$ cat src/rtl/ram_rd_pkg.sv
// Shared types and constants for the RAM burst read path.
package ram_rd_pkg;

  typedef enum logic [1:0] {
    IDLE  = 2'd0,
    READ  = 2'd1,
    DRAIN = 2'd2,
    DONE  = 2'd3
  } rd_state_t;

  localparam int RAM_RD_LAT = 1;
  localparam int FIFO_DEPTH = 2;
  localparam int FIFO_CNT_W = 2;

endpackage

$ cat src/rtl/rdr_skid_fifo.sv
// Two-entry output FIFO holding {last, data}; push and pop may coincide at any occupancy.
module rdr_skid_fifo
  import ram_rd_pkg::*;
#(
  parameter int WIDTH = 33
) (
  input  logic                  clk,
  input  logic                  rst,
  input  logic                  push,
  input  logic [WIDTH-1:0]      din,
  input  logic                  pop,
  output logic [WIDTH-1:0]      dout,
  output logic [FIFO_CNT_W-1:0] count,
  output logic                  empty
);

  logic [WIDTH-1:0] mem [FIFO_DEPTH];
  logic             wr_ptr;
  logic             rd_ptr;

  always_ff @(posedge clk) begin
    if (rst) begin
      wr_ptr <= 1'b0;
      rd_ptr <= 1'b0;
      count  <= '0;
    end else begin
      if (push) wr_ptr <= ~wr_ptr;
      if (pop)  rd_ptr <= ~rd_ptr;
      count <= count + FIFO_CNT_W'(push) - FIFO_CNT_W'(pop);
    end
  end

  // When full, the write slot is the slot being popped, so full+pop+push is safe.
  always_ff @(posedge clk) begin
    if (push) mem[wr_ptr] <= din;
  end

  assign dout  = mem[rd_ptr];
  assign empty = (count == '0);

endmodule

$ cat src/rtl/ram_burst_reader.sv
// Burst read controller: issues credit-limited RAM reads and streams words out with backpressure.
module ram_burst_reader
  import ram_rd_pkg::*;
#(
  parameter int DATA_W = 32,
  parameter int ADDR_W = 8,
  parameter int LEN_W  = 8
) (
  input  logic              clk,
  input  logic              rst,
  input  logic              req_valid,
  output logic              req_ready,
  input  logic [ADDR_W-1:0] req_addr,
  input  logic [LEN_W-1:0]  req_len,
  output logic              ram_en,
  output logic [ADDR_W-1:0] ram_addr,
  input  logic [DATA_W-1:0] ram_rdata,
  output logic              out_valid,
  input  logic              out_ready,
  output logic [DATA_W-1:0] out_data,
  output logic              out_last,
  output logic              busy,
  output logic              done
);

  rd_state_t               state, state_nxt;
  logic [ADDR_W-1:0]       addr_p0;
  logic [LEN_W-1:0]        remaining;
  logic [RAM_RD_LAT-1:0]   vld_p1;
  logic [RAM_RD_LAT-1:0]   last_p1;
  logic                    accept;
  logic                    pop;
  logic                    fifo_empty;
  logic [FIFO_CNT_W-1:0]   fifo_count;
  logic [DATA_W:0]         fifo_dout;
  logic [3:0]              credit;

  assign accept    = req_valid && req_ready;
  assign out_valid = !fifo_empty;
  assign pop       = out_valid && out_ready;
  assign ram_addr  = addr_p0;

  // Words already held or still returning from RAM, less the one leaving this cycle.
  assign credit = 4'(fifo_count) + 4'($countones(vld_p1)) - 4'(pop);

  always_comb begin
    state_nxt = state;
    req_ready = 1'b0;
    ram_en    = 1'b0;
    busy      = 1'b0;
    done      = 1'b0;
    unique case (state)
      IDLE: begin
        req_ready = 1'b1;
        busy      = req_valid;
        if (req_valid) state_nxt = (req_len == '0) ? DONE : READ;
      end
      READ: begin
        busy   = 1'b1;
        ram_en = (remaining != '0) && (credit < 4'(FIFO_DEPTH));
        if (ram_en && remaining == LEN_W'(1)) state_nxt = DRAIN;
      end
      DRAIN: begin
        busy = 1'b1;
        if (pop && out_last) state_nxt = DONE;
      end
      DONE: begin
        done      = 1'b1;
        state_nxt = IDLE;
      end
      default: state_nxt = IDLE;
    endcase
  end

  always_ff @(posedge clk) begin
    if (rst) state <= IDLE;
    else     state <= state_nxt;
  end

  // Stage p0: address issue and burst bookkeeping
  always_ff @(posedge clk) begin
    if (rst) begin
      addr_p0   <= '0;
      remaining <= '0;
    end else if (accept) begin
      addr_p0   <= req_addr;
      remaining <= req_len;
    end else if (ram_en) begin
      addr_p0   <= addr_p0 + ADDR_W'(1);
      remaining <= remaining - LEN_W'(1);
    end
  end

  // Stage p1: RAM read in flight; clearing it on reset discards the returning word
  always_ff @(posedge clk) begin
    if (rst) begin
      vld_p1  <= '0;
      last_p1 <= '0;
    end else begin
      vld_p1  <= (vld_p1 << 1) | RAM_RD_LAT'(ram_en);
      last_p1 <= (last_p1 << 1) | RAM_RD_LAT'(ram_en && remaining == LEN_W'(1));
    end
  end

  rdr_skid_fifo #(
    .WIDTH (DATA_W + 1)
  ) u_fifo (
    .clk   (clk),
    .rst   (rst),
    .push  (vld_p1[RAM_RD_LAT-1]),
    .din   ({last_p1[RAM_RD_LAT-1], ram_rdata}),
    .pop   (pop),
    .dout  (fifo_dout),
    .count (fifo_count),
    .empty (fifo_empty)
  );

  // FIFO storage is not reset, so idle outputs are forced to zero.
  assign out_data = fifo_empty ? '0 : fifo_dout[DATA_W-1:0];
  assign out_last = !fifo_empty && fifo_dout[DATA_W];

endmodule
$ cat config.mk
export PLATFORM = sky130hd
export DESIGN_NAME = ram_burst_reader
export DESIGN_NICKNAME = d
export VERILOG_FILES = /design/src/rtl/ram_rd_pkg.sv /design/src/rtl/rdr_skid_fifo.sv /design/src/rtl/ram_burst_reader.sv
export SDC_FILE = /design/constraint.sdc
export NUM_CORES = 1
export LEC_CHECK = 0
export ABC_CLOCK_PERIOD_IN_PS = 7000
export BUFFER_PORTS_ARGS = -buffer_cell sky130_fd_sc_hd__buf_2
export CAP_MARGIN = 15
export CORE_UTILIZATION = 57
export CTS_CLUSTER_SIZE = 8
export DETAILED_ROUTE_END_ITERATION = 12
export MAX_ROUTING_LAYER = met4
export PLACE_DENSITY_LB_ADDON = 0.1
export SLEW_MARGIN = 20
export SYNTH_ARGS = -nofsm -noshare
export SYNTH_HDL_FRONTEND = slang
export SYNTH_SLANG_ARGS = --single-unit
$ cat constraint.sdc
create_clock -name clk -period 7 [get_ports clk]
set_input_delay 1.05 -clock clk [delete_from_list [all_inputs] [get_ports clk]]
set_output_delay 1.05 -clock clk [all_outputs]
set_load 0.03 [all_outputs]
==> impl_metrics.yaml <==
status:
  status: "completed"
worst_setup_path:
  cp_max_fo: 6
  cpMaxStageDelayCell: "fa_1"
  path_delay_family: "adder cells"
  crit_buf_inv: 6
  start_kind: "primary input"
  endpoint_kind: "output pin"
  cp.arrival_ps: 3510
  slowest_delay_ps: 400
  path_cells: "buf_2 -> o21ai_0 -> inv_1 -> ha_1 -> inv_1 -> ha_1 -> inv_1 -> fa_1 -> xnor2_2 -> and4_1 -> nand2_1 -> inv_1 -> buf_2"
  cp.required_ps: 5950
  cp_common_cell: "inv_1"
  path_class: "primary input to output pin"
place:
  hpwl_um: 4680
  gp_congestion: 0.818
  numPortBuffers: 97
  dpl_cell_area_um2: 4490
  pre_cts_slack_ps: 2470
global_route:
  grt-ovfl-total: 0
  grt_max_degree: 35
  antenna_found_initial: 0
  grt_pass1_vias: 2437
  grtUsageTotal_pct: 21.1
  grt_first_pass_wirelength_um: 11300
floorplanning:
  die_h_um: 85.1
  start_util_pct: 60.6
  core_area_um2: 6490
  fp.dieW_um: 85.1
  ios: 98
  rows: 29
  dieArea_um2: 7250
clocking:
  cts_tree: "yes"
  numClockSinks: 91
  clockBufferDepth: 2
  clk_pin_slew_worst_paths_ps: 90
  cts_hold_buf: 0
  clockRootBuffer: "clkbuf_8"
  worstSkewPairLatency_ps: 360
  cts_setup_buffers: 0
  ctsResizeCount: 0
  h-tree-depth: 3
  cts_buffers: 9
drt:
  ant_nets: 0
  drc: 0
  vias_per_cell: 5.37
  first_iter_violations: 94
  wl_per_cell_um: 14.7
  dr.pass1.iters: 4
  drt_wl_total_um: 7150
  vias: 2622
sta:
  setup_slack_ps: 2440
  rsz0062_at_grt: "false"
  period_needed_ps: 4560
  finalSetupTns_ps: 0
  drv_slew: 0
  final.period_utilization_pct: 65.1
  worstMarginPinSlew_ps: 1010
  hold_viol_final: 0
  fmax_mhz: 219
  relSlewSlack_pct: 32.4
  final.setup_skew_ps: 11.5
  finalSetupViolations: 0
flow_run:
  cap_viol_max_count: 0
synth:
  yosysWarningCount: 0
  ys_types: 38
  ys.flop_type: "edfxtp_1"
  syn_inst: 310
  synth_fp_nets: 375
  synth_edf_count: 66
  ys_seq_area_share_pct: 63.0
  syn-cell-area_um2: 3940
  async_reset_ff_share_pct: 0
  ys_seq_elements: 91
  syn_avg_cell_area_um2: 12.7
pwr:
  ir_worst_vdd_uv: 208
  p_per_area_nw_per_um2: 412
  p_leak_nw: 1.80
  p_total_mw: 1.93
cells_and_area:
  area_delta_synth_final_pct: 18.6
  final_nets: 471
  diodes: 0
  drive_gt1_share_pct: 30.2
  finalInstanceArea_um2: 4670
hold_path:
  hold_path.class: "flop to flop"
[stage by stage]
step | hold WS [ps] | utilization (%) | std cells
final | 454 | 71.9 | 488
after global routing | 460 | 71.9 | 488
after CTS | 451 | 71.9 | 488
after detailed placement | 432 | 69.1 | 472
after global placement | 408 | 69.1 | 472
after floorplan | 404 | - | 310
[sequential cells by signal, indices dropped and copies added, names as in the netlist, named ones only]
register / count
state: 2
u_fifo.count: 2
ram_addr: 8
vld_p1: 1
u_fifo.rd_ptr: 1
u_fifo.wr_ptr: 1
u_fifo.mem: 66
last_p1: 1
remaining: 8
[cell usage after synthesis, drive strengths merged, types with 2 or more instances]
cell type / n / area (µm²)
mux2i: 33 / 330
a211oi: 13 / 108
nor3: 3 / 15.0
ha: 12 / 150
xor2: 7 / 61.3
clkbuf: 12 / 45.0
dfxtp: 25 / 500
or4: 2 / 15.0
nand3: 6 / 30.0
edfxtp: 66 / 1980
nor4: 6 / 52.6
nand2: 9 / 33.8
a21oi: 5 / 25.0
xnor2: 10 / 95.1
inv: 13 / 48.8
o21ai: 8 / 40.0
nand4: 4 / 40.0
nor2b: 2 / 12.5
nor2: 59 / 221
[area by class of cell]
type / count / area [µm²]
Clock inverter: 5 / 38.8
Sequential cell: 91 / 2480
Clock buffer: 11 / 141
Fill cell: 484 / 1820
Multi-Input combinational cell: 193 / 1370
Inverter: 13 / 48.8
Tap cell: 77 / 96.3
Timing Repair Buffer: 98 / 493
[path summary, 6_finish.rpt]
check                                    endpoint       startpoint  slack, ps  depth (start not counted)
worst min register to register  u_fifo.mem[0][32]          last_p1        450                          0
worst max-delay path                       ram_en        out_ready       2440                         13
worst max register to register        ram_addr[3]  u_fifo.count[1]       3800                         12
worst min-delay path            u_fifo.mem[0][32]          last_p1        450                          0
[cells in the final DEF, fill, tap and decap left out, drive strengths merged, types with 5 or more instances in the layout]
| cell type | count |
|---|---|
| buf | 98 |
| edfxtp | 66 |
| nor2 | 59 |
| mux2i | 33 |
| dfxtp | 25 |
| inv | 14 |
| a211oi | 13 |
| ha | 12 |
| clkbuf | 11 |
| xnor2 | 10 |
| nand2 | 9 |
| o21ai | 8 |
| xor2 | 7 |
| nand3 | 6 |
| nor4 | 6 |
| a21oi | 5 |
[kinds of logic (layout without fill, tap and decap cells)]
group / after synthesis / in the layout / synth area share, %
buffers and inverters: 26 / 127 / 2.51
multiplexers: 33 / 33 / 8.39
AND/OR/NAND/NOR: 98 / 98 / 12.0
adder cells (fa/ha/maj): 13 / 13 / 4.32
XOR/XNOR: 17 / 17 / 3.97
flip-flops: 91 / 91 / 63.0
AO/OA/AOI/OAI: 32 / 32 / 5.75
[per-layer routing]
layer	part of all wire (%)	GRT usage, %	vias to the layer above
met5	0	-	-
met4	0.67	7.40	0
met3	5.1	5.06	4
met2	48	33.1	70
met1	46	27.2	1238
li1	-	-	1310
[power by group]
part	internal (mW)	total [mW]	switching [mW]
sequential	0.685	0.787	0.102
combinational	0.289	0.815	0.526
clock	0.140	0.325	0.185
(Power assumes the default switching activity.)
